==> src/rtl/ysyx_squ.sv <==
// ysyx_squ -- store queue between the EXU in-order queue and the data memory.
//
// Stores enter at the tail in program order. The ROB commit signal moves the
// commit pointer forward. Committed stores leave at the head through a
// two-state drain FSM, one memory request at a time. Younger loads probe every
// valid entry for a word-granular address conflict. They can optionally take
// forwarded data from the youngest exact-match word store.
//
// State table (drain FSM)
//   S_IDLE | no request outstanding; launch when head != commit pointer
//   S_REQ  | mem_valid high, request held stable until mem_ready
//
// Ports
//   clock, reset                    sole clock, asynchronous active-high reset
//   in_valid/in_waddr/in_wdata/in_alu/in_ready   store push from the EXU
//   commit_valid                    retire the oldest uncommitted store
//   flush                           squash all uncommitted stores
//   ld_addr/ld_conflict/ld_fwd_valid/ld_fwd_data load probe and forwarding
//   mem_valid/mem_addr/mem_wdata/mem_wstrb/mem_ready   memory write port
//   sq_empty, sq_full               occupancy flags
//
// Build option: define YSYX_SQ_FWD_EN to enable store-to-load forwarding.
// Without it, ld_fwd_valid and ld_fwd_data are tied to 0, and every
// conflict must stall the load.
// The 4-bit strobe assumes a 32-bit data path (XLEN = 32).

`ifndef YSYX_XLEN
`define YSYX_XLEN 32
`endif

module ysyx_squ #(
    parameter int XLEN    = `YSYX_XLEN,
    parameter int SQ_SIZE = 4
) (
    input  logic            clock,
    input  logic            reset,
    input  logic            in_valid,
    input  logic [XLEN-1:0] in_waddr,
    input  logic [XLEN-1:0] in_wdata,
    input  logic [4:0]      in_alu,
    output logic            in_ready,
    input  logic            commit_valid,
    input  logic            flush,
    input  logic [XLEN-1:0] ld_addr,
    output logic            ld_conflict,
    output logic            ld_fwd_valid,
    output logic [XLEN-1:0] ld_fwd_data,
    output logic            mem_valid,
    output logic [XLEN-1:0] mem_addr,
    output logic [XLEN-1:0] mem_wdata,
    output logic [3:0]      mem_wstrb,
    input  logic            mem_ready,
    output logic            sq_empty,
    output logic            sq_full
);

    localparam int IW = $clog2(SQ_SIZE);
    localparam int PW = IW + 1;

    typedef enum logic {S_IDLE, S_REQ} state_t;

    logic [PW-1:0]   head_q, tail_q, cmt_q;
    logic [PW-1:0]   tail_d, cmt_d, occ;
    state_t          state_q;
    logic            mem_valid_q;
    logic [XLEN-1:0] mem_addr_q, mem_wdata_q;
    logic [3:0]      mem_wstrb_q;

    logic [XLEN-1:0] addr_q [SQ_SIZE];
    logic [XLEN-1:0] data_q [SQ_SIZE];
    logic [1:0]      size_q [SQ_SIZE];

    logic            push, cmt_adv;
    logic [IW-1:0]   hidx, idx;
    logic            conflict, fwd_v;
    logic [XLEN-1:0] fwd_d;
    logic            unused_alu;

    // Only the access size in in_alu[1:0] matters for a store.
    assign unused_alu = ^in_alu[4:2];

    assign sq_empty = (head_q == tail_q);
    assign sq_full  = (head_q[IW-1:0] == tail_q[IW-1:0]) && (head_q[IW] != tail_q[IW]);
    assign in_ready = !sq_full;
    assign occ      = tail_q - head_q;
    assign hidx     = head_q[IW-1:0];

    // A push in the same cycle as a flush belongs to the squashed path.
    assign push    = in_valid && in_ready && !flush;
    assign cmt_adv = commit_valid && (cmt_q != tail_q);
    assign cmt_d   = cmt_q + PW'(cmt_adv);
    // The flush uses the post-commit pointer, so a store that commits in the flush cycle survives.
    assign tail_d  = flush ? cmt_d : tail_q + PW'(push);

    function automatic logic [3:0] strb_of(input logic [1:0] sz, input logic [1:0] off);
        case (sz)
            2'd0:    return 4'b0001 << off;
            2'd1:    return 4'b0011 << off;
            default: return 4'b1111;
        endcase
    endfunction

    always_ff @(posedge clock or posedge reset) begin
        if (reset) begin
            tail_q <= '0;
            cmt_q  <= '0;
        end else begin
            tail_q <= tail_d;
            cmt_q  <= cmt_d;
        end
    end

    always_ff @(posedge clock) begin
        if (push) begin
            addr_q[tail_q[IW-1:0]] <= in_waddr;
            data_q[tail_q[IW-1:0]] <= in_wdata;
            size_q[tail_q[IW-1:0]] <= in_alu[1:0];
        end
    end

    // Drain FSM. The head entry stays in the queue, and stays visible to
    // the load probe, until memory accepts it.
    always_ff @(posedge clock or posedge reset) begin
        if (reset) begin
            state_q     <= S_IDLE;
            head_q      <= '0;
            mem_valid_q <= 1'b0;
            mem_addr_q  <= '0;
            mem_wdata_q <= '0;
            mem_wstrb_q <= '0;
        end else begin
            case (state_q)
                S_IDLE: begin
                    if (head_q != cmt_q) begin
                        state_q     <= S_REQ;
                        mem_valid_q <= 1'b1;
                        mem_addr_q  <= {addr_q[hidx][XLEN-1:2], 2'b00};
                        mem_wdata_q <= data_q[hidx] << {addr_q[hidx][1:0], 3'b000};
                        mem_wstrb_q <= strb_of(size_q[hidx], addr_q[hidx][1:0]);
                    end
                end
                S_REQ: begin
                    if (mem_ready) begin
                        state_q     <= S_IDLE;
                        mem_valid_q <= 1'b0;
                        head_q      <= head_q + PW'(1);
                    end
                end
                default: state_q <= S_IDLE;
            endcase
        end
    end

    assign mem_valid = mem_valid_q;
    assign mem_addr  = mem_addr_q;
    assign mem_wdata = mem_wdata_q;
    assign mem_wstrb = mem_wstrb_q;

    // Walk the queue from oldest to youngest so the last hit wins.
    always_comb begin
        conflict = 1'b0;
        fwd_v    = 1'b0;
        fwd_d    = '0;
        idx      = '0;
        for (int k = 0; k < SQ_SIZE; k++) begin
            idx = hidx + IW'(k);
            if ((PW'(k) < occ) && (addr_q[idx][XLEN-1:2] == ld_addr[XLEN-1:2])) begin
                conflict = 1'b1;
                fwd_v    = size_q[idx][1] && (addr_q[idx] == ld_addr);
                fwd_d    = fwd_v ? data_q[idx] : '0;
            end
        end
    end

    assign ld_conflict = conflict;

`ifdef YSYX_SQ_FWD_EN
    assign ld_fwd_valid = fwd_v;
    assign ld_fwd_data  = fwd_d;
`else
    logic unused_fwd;
    assign unused_fwd   = fwd_v ^ (^fwd_d);
    assign ld_fwd_valid = 1'b0;
    assign ld_fwd_data  = '0;
`endif

    a_commit_nonempty : assert property (@(posedge clock) disable iff (reset)
        !(commit_valid && (cmt_q == tail_q)));

endmodule
==> config.mk <==
export PLATFORM = sky130hd
export DESIGN_NAME = ysyx_squ
export DESIGN_NICKNAME = d
export VERILOG_FILES = /design/src/rtl/ysyx_squ.sv
export SDC_FILE = /design/constraint.sdc
export NUM_CORES = 1
export LEC_CHECK = 0
export ABC_AREA = 1
export ABC_CLOCK_PERIOD_IN_PS = 7770
export BUFFER_PORTS_ARGS = -buffer_cell sky130_fd_sc_hd__buf_2
export CORE_ASPECT_RATIO = 0.5
export CORE_MARGIN = 2
export CORE_UTILIZATION = 57
export DETAILED_ROUTE_END_ITERATION = 8
export GPL_ROUTABILITY_DRIVEN = 0
export PLACE_DENSITY = 0.81
export REMOVE_ABC_BUFFERS = 1
export SLEW_MARGIN = 10
export SYNTH_ARGS = -nofsm -noshare
export SYNTH_HDL_FRONTEND = slang
export SYNTH_SLANG_ARGS = --single-unit
==> constraint.sdc <==
create_clock -name clock -period 7.77 [get_ports clock]
set_input_delay 1.9425 -clock clock [delete_from_list [all_inputs] [get_ports clock]]
set_output_delay 1.9425 -clock clock [all_outputs]
set_load 0.01 [all_outputs]
# Word-level counts from Yosys, hierarchy flattened
# Memories as Yosys holds them, arrays and structs flattened.
# Index checks and enable logic that the tools add are counted.
# totals
ff_bits,77
mem_bits_rw,264
inputBits,107
out_inout_bits,106
word_cells,66
mem_count,3
# memory_table
name,words,width,read_ports,rd_ports_with_merged_regs,wr,line_no,text
addr_q,4,32,4,0,1,69,logic [XLEN-1:0] addr_q [SQ_SIZE];
data_q,4,32,1,0,1,70,logic [XLEN-1:0] data_q [SQ_SIZE];
size_q,4,2,1,0,1,71,logic [1:0] size_q [SQ_SIZE];
# classes
n_addsub,7
n_lt_le_gt_ge,4
eq_ne,12
shift,3
muxes,14
bitwise_logic,1
n_reduce_logical,14
# ops
cell,count
30-bit equality test,4
32-bit by 5-bit << shifter with 32-bit output,1
1-bit 2-to-1 mux,10
1-bit logical AND,8
4-bit case mux with 2 select lines,1
3-bit by 1-bit adder with 3-bit output,2
1-bit by 3-bit < comparator with 1-bit output (first input constant),2
2-bit by 3-bit < comparator with 1-bit output (first input constant),2
3-bit != test,2
2-bit AND reduction,3
2-bit adder (second input constant),2
2-bit != test (second input constant),2
1-bit case mux with 2 select lines,2
1-bit by 2-bit << shifter with 4-bit output (first input constant),1
2-bit by 2-bit << shifter with 4-bit output (first input constant),1
3-bit by 1-bit adder with 3-bit output (second input constant),1
3-bit equality test,1
3-bit 2-to-1 mux,1
3-bit subtractor,1
2-bit by 1-bit adder with 2-bit output (second input constant),1
2-bit by 1-bit equality test with 1-bit output (second input constant),1
2-bit equality test,1
1-bit logical NOT,2
2-bit logical NOT,1
2 further kinds,2

# Depth between registers and ports, before layout
# Gate-level depths: netlist (run 1).
# logic_depth
depth_word,7
ltp_mapped,17
ltp_nobuf,15

# Least setup slack after synthesis (run 1)
# Ideal clock, no wire load.
# synth_path
kind,input to register
from,input port in_valid
to,"memory addr_q[2][0], enable pin"
setup_time_ns,0.572
t_arrival_ns,6.785
required_time_ns,7.198
slack_ns,0.413
path_stages,4
path_buffers,0
path_cell_list,inv_1 -> nor3_1 -> inv_1 -> nor3_1
# synth_via
elab_chain_cells,4
# synth_rtl
item,line_no,text
start: declaration,37,"input logic in_valid,"
1-bit logical AND (2 in series),89,assign push = in_valid && in_ready && !flush;
1-bit 2-to-1 mux,114,if (push) begin
1-bit 2-to-1 mux (implied by the code),115,addr_q[tail_q[IW-1:0]] <= in_waddr;
end: declaration,69,
# No other way between the ends.

# Worst setup path after layout (run 1)
# layout_path
from,register head_q[0]
to,output port ld_conflict
# layout_via
elab_chain_cells,7
elab_cells_between_ends,21
classes_between,4 x add/sub; 4 x order compare; 4 x eq/ne; 4 x mux; 4 x reduce/logical; 1 x memory
# layout_rtl
item,line_no,text
start: declaration,62,"logic [PW-1:0] head_q, tail_q, cmt_q;"
start signal: assignment,146,head_q <= head_q + PW'(1);
2-bit by 1-bit adder with 2-bit output (tied with other cells),166,idx = hidx + IW'(k);
memory read 4 x 32 bit (tied with other cells),--,
30-bit equality test / 1-bit logical AND (equally long branches),167,if ((PW'(k) < occ) && (addr_q[idx][XLEN-1:2] == ld_addr[XLEN-1:2])) begin
1-bit logical AND / 1-bit 2-to-1 mux (equally long branches),167,
1-bit 2-to-1 mux (2 in series),167,
1-bit 2-to-1 mux (*),167,
end: declaration,45,"output logic ld_conflict,"
# Every way passes the cells marked *; elsewhere a longest branch is shown, timed or not.

==> results by group, run 1 <==
Setup path
  – Reg2reg end: data_q[0][8]$_DFFE_PP_
  – Worst r2r path cells: 10
  – Worst R2R Setup Slack: roughly 3400 ps
  – Setup CP Type: reg2out
  – Data arrival time of the critical path: about 4300 ps
  – Crit end category: primary output
  – Crit-path max FO: 75
  – Required time of the critical path: ~6000 ps
  – CP startpoint: head_q[0]$_DFFE_PP0P_
  – RR Startpoint: head_q[1]$_DFFE_PP0P_
  – Startpoint types: flop

Pwr
  – Clock power frac: 0.178
  – Sw Ratio: 0.4651
  – Lkg Pwr: 0.008607 uW
  – Power density cells: 438.1 nW/um^2
  – Internal Power: between 4000 and 5000 uW
  – Sequential share of power: 0.306
  – Peak VDD IR: ~0.26 mV
  – Comb power frac: 0.516
  – Psw: 3975 uW

Clock tree
  – Maximum buffer depth of the clock tree: 3
  – Clock Sinks: 341
  – Resized Gates After CTS: 0
  – Clk pin slew, worst setup/hold paths: 70 ps
  – Setup Buffers After CTS: 0
  – Skew-Pair Late Insertion Delay: slightly below 600 ps
  – Total CTS buffers: 30
  – Root Buffer: clkbuf_16
  – Hold buffers post-CTS: 0
  – CTS tree: built
  – H-tree levels: 1

Final layout
  – Commonest non-fill, non-tap cell in the layout: nand2_1
  – Final Util: 0.6439
  – Design area: 19510 um^2
  – # fillers: 2462
  – Area grow syn2layout: 11.11%
  – Final nets: ~2.3k
  – Commonest non-fill, non-tap cells in the layout: nand2_1 (758), nand3_1 (375), edfxtp_1 (264)
  – Share of cells above drive strength 1: 0.1165

Drt
  – TritonRoute pass-1 iters: 6
  – WL final: between 40000 and 50000 um
  – Wire per inst: 17.31 um
  – Vias/cell: 5.733
  – Routed via count: ~15k
  – DRT antenna net count: 0
  – Residual DRC count: 0
  – DRT iter0 DRCs: 1359

Floorplan
  – Die Width: 252.2 um
  – Rows: 45
  – Die Y: about 130 um
  – Top Ports: ~210
  – Die Area: 32300 um^2
  – Core area: ~30000 um^2
  – Starting density of the core: 0.5796

Placed design
  – Post-Place Cell Area: between 15000 and 20000 um^2
  – DP HPWL: approximately 28000 um
  – Pre-CTS worst setup slack: around 2300 ps
  – Port Buffer Count: 172

Synth
  – Cells after synthesis: 2051
  – Synth area leaders: edfxtp_1 (45%), nand2_1 (16%), dfrtp_1 (11%)
  – Netlist Area Pre-Place: around 18000 um^2
  – Sequential share of the synthesized area: 0.5613
  – Synth top area share: 0.4516
  – Synth unique cells: 35
  – Syn avg cell area: 8.560 um^2
  – Post-synthesis register bit count: about 340
  – Syn. warnings: 0
  – Post-synth top area cell: edfxtp_1

GRT
  – Total Routing Usage GR: 0.2795
  – Initial antenna violation count: 6
  – GRT overflow: 0
  – Vias in the first global route: 13.84k
  – Pin count of the biggest net entering global routing: 95
  – First-pass GRT wire length: between 70000 and 80000 um

Timing
  – RSZ-0062 raised after global routing: no
  – Relative slew slack: 0.2099
  – Final worst slack: 1554 ps
  – Final max-slew violation count: 0
  – Minimum clock period: ~6200 ps
  – Final setup TNS: 0 ps
  – Final Hold Violating Endpoints: 0
  – Fmax achieved: roughly 160 MHz
  – # setup viols final: 0
  – Fin Clk Skew: 22.96 ps
  – Period utilization: 0.8000
  – Final hold slack: about 480 ps
  – Slew of the pin with the lowest slew margin: between 1000 and 1500 ps

Job
  – Max Cap Violations: 0

Min path
  – Hold depth: 2
  – Worst hold path type: reg2reg
  – Hold wc startpoint: mem_addr[22]$_DFFE_PP0P_
  – Hold path endpoint: mem_addr[22]$_DFFE_PP0P_

Status
  – Outcome: complete, no violations
==> metal layers <==
| layer | share of wire | track usage |
|---|---|---|
| met1 | 0.40 | 0.3611 |
| met4 | 0.030 | 0.1002 |
| met5 | 0 | 0 |
| met2 | 0.49 | 0.4821 |
| met3 | 0.083 | 0.04609 |
==> flip-flops by register name, indices dropped and copies added (netlist names) <==
name       cells
addr_q       128
cmt_q          3
data_q       128
head_q         3
mem_addr      30
mem_valid      1
mem_wdata     32
mem_wstrb      4
size_q         8
state_q        1
tail_q         3
==> critical path: stages, from the launching register on <==
cell	delay, ps
dfrtp_4	900
buf_4	610
buf_4	730
nand2_1	150
nand3_1	150
nand2_1	110
nand2_1	70
nand2_1	50
nor2_1	100
nand2_1	70
nor2_1	170
nand2_1	100
nor2_1	100
nor2_1	40
nand2_1	110
buf_2	150
==> synthesized netlist by cell type <==
library cell / n
nand2_2: 1
nor3_1: 6
conb_1: 1
clkbuf_1: 32
o22a_1: 16
o22ai_1: 10
nor2_1: 157
nand2_1: 759
buf_4: 44
ha_1: 7
inv_1: 50
o31ai_1: 1
buf_1: 6
edfxtp_1: 264
xnor2_1: 4
a21oi_1: 50
inv_2: 2
nand3_1: 375
o21ai_1: 4
buf_2: 50
mux2_2: 2
nor2_2: 1
a32o_1: 9
a31oi_1: 8
dfrtp_1: 77
xor2_1: 4
fa_1: 1
inv_4: 1
o21ai_0: 95
nand4_1: 1
clkinv_1: 1
a22o_1: 9
and3_1: 1
a32oi_2: 1
nand3b_1: 1
==> worst max path at each step <==
stage | to | slack (ps) | cells after the start
after global placement | ld_conflict | 2270 | 15
after floorplan | addr_q[2][0]$_DFFE_PP_ | -1420 | 6
after CTS | ld_conflict | 1620 | 15
final | ld_conflict | 1550 | 15
after global routing | ld_conflict | 1130 | 15
after detailed placement | ld_conflict | 2260 | 15
==> power by group through the flow <==
| stage | combinational, uW | sequential (uW) | clock (uW) |
|---|---|---|---|
| 2_1_floorplan | 2950 | 2780 | 0 |
| 3_5_place_dp | 4330 | 2640 | 0 |
| 4_1_cts | 4360 | 2610 | 1540 |
| 5_1_grt | 4960 | 2650 | 1610 |
| 3_3_place_gp | 4230 | 2630 | 0 |
| 6_report | 4410 | 2610 | 1520 |
==> kinds of logic (layout without fill, tap and decap cells) <==
logic type | Yosys count | in the layout | share of synthesized area
other | 1 | 42 | 0.0002136
buffers and inverters | 186 | 298 | 0.05288
muxes | 2 | 2 | 0.001283
DFF | 341 | 341 | 0.5613
adders and majority gates | 8 | 8 | 0.006129
AOI/OAI and AO/OA | 203 | 203 | 0.06785
xor gates and xnor gates | 8 | 8 | 0.003991
and+or+nand+nor | 1302 | 1302 | 0.3063
==> layout make-up <==
cell class	count	area [um^2]	share of cell area
inverter	54	209.0	0.01071
clock inverter	14	153.9	0.007890
multi-input combinational	1558	6930	0.3553
timing repair buffer	188	980.9	0.05029
tap	399	499.2	0.02559
clock buffer	42	855.8	0.04387
antenna	7	17.52	0.0008980
sequential	341	9859	0.5055
==> stage by stage <==
stage / power (uW) / cells
6_report: 8545 / 2603
4_1_cts: 8505 / 2596
5_1_grt: 9228 / 2600
2_1_floorplan: 5727 / 1953
3_5_place_dp: 6975 / 2540
3_3_place_gp: 6864 / 2540
Note: power is estimated with default switching activity, not from simulation.
==> run 2, diff against run 1 <==
--- a/config.mk
+++ b/config.mk
@@ -6,7 +6,7 @@
 export NUM_CORES = 1
 export LEC_CHECK = 0
 export ABC_AREA = 1
-export ABC_CLOCK_PERIOD_IN_PS = 7770
+export ABC_CLOCK_PERIOD_IN_PS = 6350
 export BUFFER_PORTS_ARGS = -buffer_cell sky130_fd_sc_hd__buf_2
 export CORE_ASPECT_RATIO = 0.5
 export CORE_MARGIN = 2
==> constraint.sdc (replaced) <==
create_clock -name clock -period 6.35 [get_ports clock]
set_input_delay 1.5875 -clock clock [delete_from_list [all_inputs] [get_ports clock]]
set_output_delay 1.5875 -clock clock [all_outputs]
set_load 0.01 [all_outputs]
==> results by group, run 2 (same netlist as run 1, synthesis figures left out) <==
GRT
  – Vias in the first global route: 13.67k (was 13.84k)
  – Pin count of the biggest net entering global routing: 196 (was 95)
  – Initial antenna violation count: 6 (unchanged)
  – GRT overflow: 0 (unchanged)
  – Total Routing Usage GR: 0.2770 (was 0.2795)
  – First-pass GRT wire length: 70130 um (was 70840 um)

Setup path
  – CP dominant cell by count: nand2_1 (unchanged)
  – Worst R2R Setup Slack: 2400 ps (was 3390 ps)
  – Max stage delay cell, worst path: buf_12 (was dfrtp_4)
  – Reg2reg end: mem_wstrb[3]$_DFFE_PP0P_ (was data_q[0][8]$_DFFE_PP_)
  – Crit-path max FO: 195 (was 75)
  – Setup CP Type: reg2out (unchanged)
  – Critical path buffers and inverters: 4 (was 3)
  – CP peak stage delay: 540 ps (was 900 ps)
  – Delay-heaviest family, CP: buffers and inverters (unchanged)
  – Worst r2r path cells: 9 (was 10)
  – Required time of the critical path: 4760 ps (was 5830 ps)
  – Startpoint types: flop (unchanged)
  – Cells along the critical path: buf_12 -> inv_4 -> buf_12 -> nand2_1 -> nand3_1 -> nand3_1 -> nand2_1 -> nor2_1 -> nand2_1 -> nor2_1 -> nand2_1 -> nor2_1 -> nor2_1 -> nand2_1 -> buf_2 (was buf_4 -> buf_4 -> nand2_1 -> nand3_1 -> nand2_1 -> nand2_1 -> nand2_1 -> nor2_1 -> nand2_1 -> nor2_1 -> nand2_1 -> nor2_1 -> nor2_1 -> nand2_1 -> buf_2)
  – RR Startpoint: head_q[1]$_DFFE_PP0P_ (unchanged)
  – Data arrival time of the critical path: 3790 ps (was 4270 ps)
  – Crit end category: primary output (unchanged)

Floorplan
  – Core area: 30290 um^2 (unchanged)
  – Die Area: 32300 um^2 (unchanged)
  – Die Width: 252.2 um (unchanged)
  – Starting density of the core: 0.5796 (unchanged)
  – Die Y: 128.1 um (unchanged)
  – Rows: 45 (unchanged)
  – Top Ports: 213 (unchanged)

Min path
  – Hold depth: 2 (unchanged)
  – Worst hold path type: reg2reg (unchanged)
  – Hold path endpoint: mem_wdata[15]$_DFFE_PP0P_ (was mem_addr[22]$_DFFE_PP0P_)
  – Hold wc startpoint: mem_wdata[15]$_DFFE_PP0P_ (was mem_addr[22]$_DFFE_PP0P_)

Placed design
  – DP HPWL: 27820 um (was 28040 um)
  – Placed Instances: 2538 (was 2540)
  – Port Buffer Count: 172 (unchanged)
  – Pre-CTS worst setup slack: 1620 ps (was 2258 ps)

Clock tree
  – H-tree levels: 1 (unchanged)
  – Hold buffers post-CTS: 0 (unchanged)
  – Clock Sinks: 341 (unchanged)
  – Maximum buffer depth of the clock tree: 3 (unchanged)
  – Total CTS buffers: 31 (was 30)
  – Skew-Pair Late Insertion Delay: 600 ps (was 590 ps)
  – Clk pin slew, worst setup/hold paths: 70 ps (about the same)
  – Resized Gates After CTS: 0 (unchanged)
  – Root Buffer: clkbuf_16 (unchanged)
  – CTS tree: built (unchanged)
  – Setup Buffers After CTS: 0 (unchanged)

Drt
  – DRT antenna net count: 0 (unchanged)
  – TritonRoute pass-1 iters: 6 (unchanged)
  – WL final: 44860 um (was 45050 um)
  – Residual DRC count: 0 (unchanged)
  – Vias/cell: 5.693 (was 5.733)
  – Routed via count: 14.81k (was 14.92k)
  – DRT iter0 DRCs: 1348 (was 1359)
  – Wire per inst: 17.24 um (was 17.31 um)

Job
  – Max Cap Violations: 0 (unchanged)

Final layout
  – Multi-input gate area: 6930 um^2 (unchanged)
  – Commonest non-fill, non-tap cells in the layout: nand2_1 (758), nand3_1 (375), edfxtp_1 (264) (unchanged)
  – # fillers: 2475 (was 2462)
  – Area grow syn2layout: 11.79% (was 11.11%)
  – Final nets: 2287 (was 2288)
  – Fin cells: 2602 (was 2603)
  – Storage cell area: 9859 um^2 (unchanged)
  – Commonest non-fill, non-tap cell in the layout: nand2_1 (unchanged)
  – Share of cells above drive strength 1: 0.1183 (was 0.1165)

Pwr
  – Peak VDD IR: 0.3392 mV (was 0.2618 mV)
  – Lkg Pwr: 0.008656 uW (was 0.008607 uW)
  – Power density cells: 539.6 nW/um^2 (was 438.1 nW/um^2)

Timing
  – Final max-slew violation count: 0 (unchanged)
  – Final Hold Violating Endpoints: 0 (unchanged)
  – Fin Clk Skew: 13.46 ps (was 22.96 ps)
  – # setup viols final: 0 (unchanged)
  – RSZ-0062 raised after global routing: no (unchanged)
  – Relative slew slack: 0.2106 (was 0.2099)
  – Minimum clock period: 5379 ps
  – Slew of the pin with the lowest slew margin: 1183 ps (was 1184 ps)
  – Period utilization: 0.8470
  – Final worst slack: 971.3 ps (was 1554 ps)
  – Fmax achieved: roughly 190 MHz

Status
  – Outcome: complete, no violations (unchanged)
==> run 2: power breakdown <==
group          switching (uW)  leakage [uW]  total, uW  internal, uW
logic                    3810       0.00480       5510          1690
registers                 211       0.00332       3110          2900
clock network             859      0.000534       1970          1120
total                    4880       0.00866      10600          5710
==> run 2: how the worst max path moves through the flow <==
stage / from / end / slack, ps / depth (start not counted)
2_1_floorplan: head_q[0]$_DFFE_PP0P_ / addr_q[2][0]$_DFFE_PP_ / -2840 / 6
3_3_place_gp: head_q[0]$_DFFE_PP0P_ / ld_conflict / 1680 / 15
3_5_place_dp: head_q[0]$_DFFE_PP0P_ / ld_conflict / 1620 / 15
4_1_cts: head_q[0]$_DFFE_PP0P_ / ld_conflict / 960 / 15
5_1_grt: head_q[0]$_DFFE_PP0P_ / ld_conflict / 640 / 15
6_report: head_q[0]$_DFFE_PP0P_ / ld_conflict / 970 / 15
==> run 2: tightest hold or removal path, delay by kind of cell, from the launching register on <==
kind             cells  cell delay (ps)
AND/OR/NAND/NOR      2              100
flip-flops           1              340
==> run 2: layout make-up <==
class | instances | area share
clock inverter | 22 | 0.01269
timing repair buffer | 186 | 0.05241
sequential | 341 | 0.5024
inverter | 54 | 0.01065
tap | 399 | 0.02544
multi-input combinational | 1558 | 0.3531
antenna | 6 | 0.0007651
clock buffer | 36 | 0.04252
==> run 2: metal layers <==
metal  vias up  share of wire  GRT usage  routed length [um]
met4         0          0.030     0.1037                1340
met2       626           0.48     0.4724               21590
li1       7193              -          -                   -
met1      6888           0.41     0.3649               18600
met3       106          0.074    0.03959                3328
met5         -              0          0                   0
==> run 2: through the flow <==
step	hold WS [ps]	utilization	total power, uW	TNS [ps]	cell area [um^2]
floorplan	515.7	-	7008	-772650	16960
CTS	480.0	0.6474	10550	0	19610
global placement	461.4	0.6116	8426	0	18530
global route	492.8	0.6479	11420	0	19630
detailed placement	461.5	0.6116	8568	0	18530
finish	476.6	0.6479	10590	0	19630
==> run 3, diff against run 2 <==
--- a/config.mk
+++ b/config.mk
@@ -6,14 +6,14 @@
 export NUM_CORES = 1
 export LEC_CHECK = 0
 export ABC_AREA = 1
-export ABC_CLOCK_PERIOD_IN_PS = 6350
+export ABC_CLOCK_PERIOD_IN_PS = 4450
 export BUFFER_PORTS_ARGS = -buffer_cell sky130_fd_sc_hd__buf_2
 export CORE_ASPECT_RATIO = 0.5
 export CORE_MARGIN = 2
-export CORE_UTILIZATION = 57
+export CORE_UTILIZATION = 53
 export DETAILED_ROUTE_END_ITERATION = 8
 export GPL_ROUTABILITY_DRIVEN = 0
-export PLACE_DENSITY = 0.81
+export PLACE_DENSITY = 0.8
 export REMOVE_ABC_BUFFERS = 1
 export SLEW_MARGIN = 10
 export SYNTH_ARGS = -nofsm -noshare
==> constraint.sdc (replaced) <==
create_clock -name clock -period 4.45 [get_ports clock]
set_input_delay 1.1125 -clock clock [delete_from_list [all_inputs] [get_ports clock]]
set_output_delay 1.1125 -clock clock [all_outputs]
set_load 0.01 [all_outputs]
==> results by group, run 3 (same netlist as run 1, synthesis figures left out) <==
Floorplan
  – Rows: 47 (was 45)
  – Core area: 32810 um^2 (was 30290 um^2)
  – Die Y: 132.7 um (was 128.1 um)
  – Top Ports: 213 (unchanged)
  – Die Width: 261.4 um (was 252.2 um)
  – Starting density of the core: 0.5350 (was 0.5796)
  – Die Area: 34680 um^2 (was 32300 um^2)

Pwr
  – Lkg Pwr: 0.008722 uW (was 0.008656 uW)
  – Peak VDD IR: 0.6402 mV (was 0.3392 mV)
  – Power density cells: 773.7 nW/um^2 (was 539.6 nW/um^2)
  – Power Total: 15330 uW (was 10590 uW)

Final layout
  – Share of cells above drive strength 1: 0.1203 (was 0.1183)
  – Commonest non-fill, non-tap cell in the layout: nand2_1 (unchanged)
  – # fillers: 2734 (was 2475)
  – Final nets: 2302 (was 2287)
  – Area grow syn2layout: 12.88% (was 11.79%)
  – Commonest non-fill, non-tap cells in the layout: nand2_1 (758), nand3_1 (375), edfxtp_1 (264) (unchanged)
  – Design area: 19820 um^2 (was 19630 um^2)

Timing
  – Fmax achieved: ~230 MHz
  – Final Hold Violating Endpoints: 0 (unchanged)
  – Final worst slack: 187.9 ps (was 971.3 ps)
  – Final hold slack: 479.0 ps (was 476.6 ps)
  – RSZ-0062 raised after global routing: no (unchanged)
  – Relative slew slack: 0.3411 (was 0.2106)
  – Final setup TNS: 0 ps (unchanged)
  – Minimum clock period: around 4300 ps
  – Slew of the pin with the lowest slew margin: 987.3 ps (was 1183 ps)
  – Period utilization: 0.9578
  – Final max-slew violation count: 0 (unchanged)
  – Fin Clk Skew: 17.01 ps (was 13.46 ps)
  – # setup viols final: 0 (unchanged)

Drt
  – Vias/cell: 5.626 (was 5.693)
  – Routed via count: 14.97k (was 14.81k)
  – Routed met3 length: 3817 um (was 3328 um)
  – DRT iter0 DRCs: 1451 (was 1348)
  – WL final: 45890 um (was 44860 um)
  – Residual DRC count: 0 (unchanged)
  – DRT antenna net count: 0 (unchanged)
  – Max layer used: met5 (was met4)
  – TritonRoute pass-1 iters: 8 (was 6)
  – DRT met1 WL: 18170 um (was 18600 um)
  – Wire per inst: 17.25 um (was 17.24 um)
  – Routed wl met2: 22320 um (was 21590 um)

Setup path
  – Reg2reg end: mem_wdata[9]$_DFFE_PP0P_ (was mem_wstrb[3]$_DFFE_PP0P_)
  – Worst r2r path cells: 8 (was 9)
  – CP startpoint: head_q[0]$_DFFE_PP0P_ (unchanged)
  – RR Startpoint: head_q[1]$_DFFE_PP0P_ (unchanged)
  – Required time of the critical path: 3340 ps (was 4760 ps)
  – Data arrival time of the critical path: 3150 ps (was 3790 ps)
  – Setup CP Type: reg2out (unchanged)
  – Crit-path max FO: 46 (was 195)
  – Worst R2R Setup Slack: 1330 ps (was 2400 ps)
  – Crit end category: primary output (unchanged)
  – Startpoint types: flop (unchanged)
  – Worst Setup EP: ld_conflict (unchanged)

Clock tree
  – Clock Sinks: 341 (unchanged)
  – Clk pin slew, worst setup/hold paths: 60 ps (was 70 ps)
  – Setup Buffers After CTS: 0 (unchanged)
  – Skew-Pair Late Insertion Delay: 600 ps (about the same)
  – Hold buffers post-CTS: 0 (unchanged)
  – H-tree levels: 1 (unchanged)
  – Root Buffer: clkbuf_16 (unchanged)
  – Total CTS buffers: 31 (unchanged)
  – Maximum buffer depth of the clock tree: 3 (unchanged)
  – CTS tree: built (unchanged)

Placed design
  – Port Buffer Count: 172 (unchanged)
  – Post-Place Cell Area: 18670 um^2 (was 18530 um^2)
  – DP HPWL: 29140 um (was 27820 um)
  – Pre-CTS worst setup slack: 598.0 ps (was 1620 ps)

Min path
  – Worst hold path type: reg2reg (unchanged)
  – Hold depth: 2 (unchanged)

GRT
  – First-pass GRT wire length: 69710 um (was 70130 um)
  – Pin count of the biggest net entering global routing: 93 (was 196)
  – Total Routing Usage GR: 0.2573 (was 0.2770)
  – Vias in the first global route: 13.79k (was 13.67k)
  – GRT overflow: 0 (unchanged)
  – Initial antenna violation count: 10 (was 6)

Job
  – Max Cap Violations: 0 (unchanged)

Status
  – Outcome: complete, no violations (unchanged)
## run 3: cell count changes in the layout (fill, tap and decap cells not counted), sizes merged
cell / change
clkinv: -4
diode: +2
inv: -2
buf: +14
clkbuf: +7
## run 3: how the worst min path moves through the flow
stage | startpoint | to | slack [ps]
6_report | mem_wdata[8]$_DFFE_PP0P_ | mem_wdata[8]$_DFFE_PP0P_ | 480
5_1_grt | mem_addr[5]$_DFFE_PP0P_ | mem_addr[5]$_DFFE_PP0P_ | 500
4_1_cts | mem_wdata[8]$_DFFE_PP0P_ | mem_wdata[8]$_DFFE_PP0P_ | 480
3_5_place_dp | mem_wdata[8]$_DFFE_PP0P_ | mem_wdata[8]$_DFFE_PP0P_ | 460
3_3_place_gp | mem_wdata[8]$_DFFE_PP0P_ | mem_wdata[8]$_DFFE_PP0P_ | 460
2_1_floorplan | mem_wdata[11]$_DFFE_PP0P_ | mem_wdata[11]$_DFFE_PP0P_ | 520
## run 3: critical path: stages, from the launching register on
cell and delay, ps:
dfrtp_4 470, buf_4 250, inv_4 190, buf_16 260
nand2_1 100, nand3_1 100, nand2_1 80, nand2_1 60
nand2_1 50, a21oi_1 280, nand2_1 130, nor2_1 110
nand2_1 50, nor2_1 90, nor2_1 50, nand2_1 110
buf_2 150
## run 3: layout make-up
class,count,area [um^2],area share
Tap cell,441,551.8,0.02784
Sequential cell,341,9859,0.4975
Timing Repair Buffer,201,1194,0.06023
Clock inverter,16,202.7,0.01023
Inverter,54,211.5,0.01067
Clock buffer,42,847.1,0.04275
Multi-Input combinational cell,1558,6930,0.3497
Antenna cell,8,20.02,0.001010
## run 3: stage by stage
step,util,cells
floorplan,-,1953
global placement,0.5690,2594
detailed placement,0.5690,2594
CTS,0.6011,2652
global route,0.6039,2661
finish,0.6039,2661
## run 3: power breakdown
| group | switching, uW | total (uW) | internal (uW) |
|---|---|---|---|
| sequential | 296 | 4430 | 4130 |
| combinational | 5560 | 8130 | 2570 |
| clock | 1200 | 2780 | 1570 |
## run 3: routing by layer
| layer | global-route usage | vias to the layer above |
|---|---|---|
| li1 | - | 7206 |
| met1 | 0.3266 | 6926 |
| met2 | 0.4377 | 714 |
| met3 | 0.04253 | 120 |
| met4 | 0.1117 | 4 |
| met5 | 0 | - |
## run 3: what timing repair did
item	CTS	global route
endpoints found under the setup margin	1	1
cloned	0	1
resized for setup	1	15
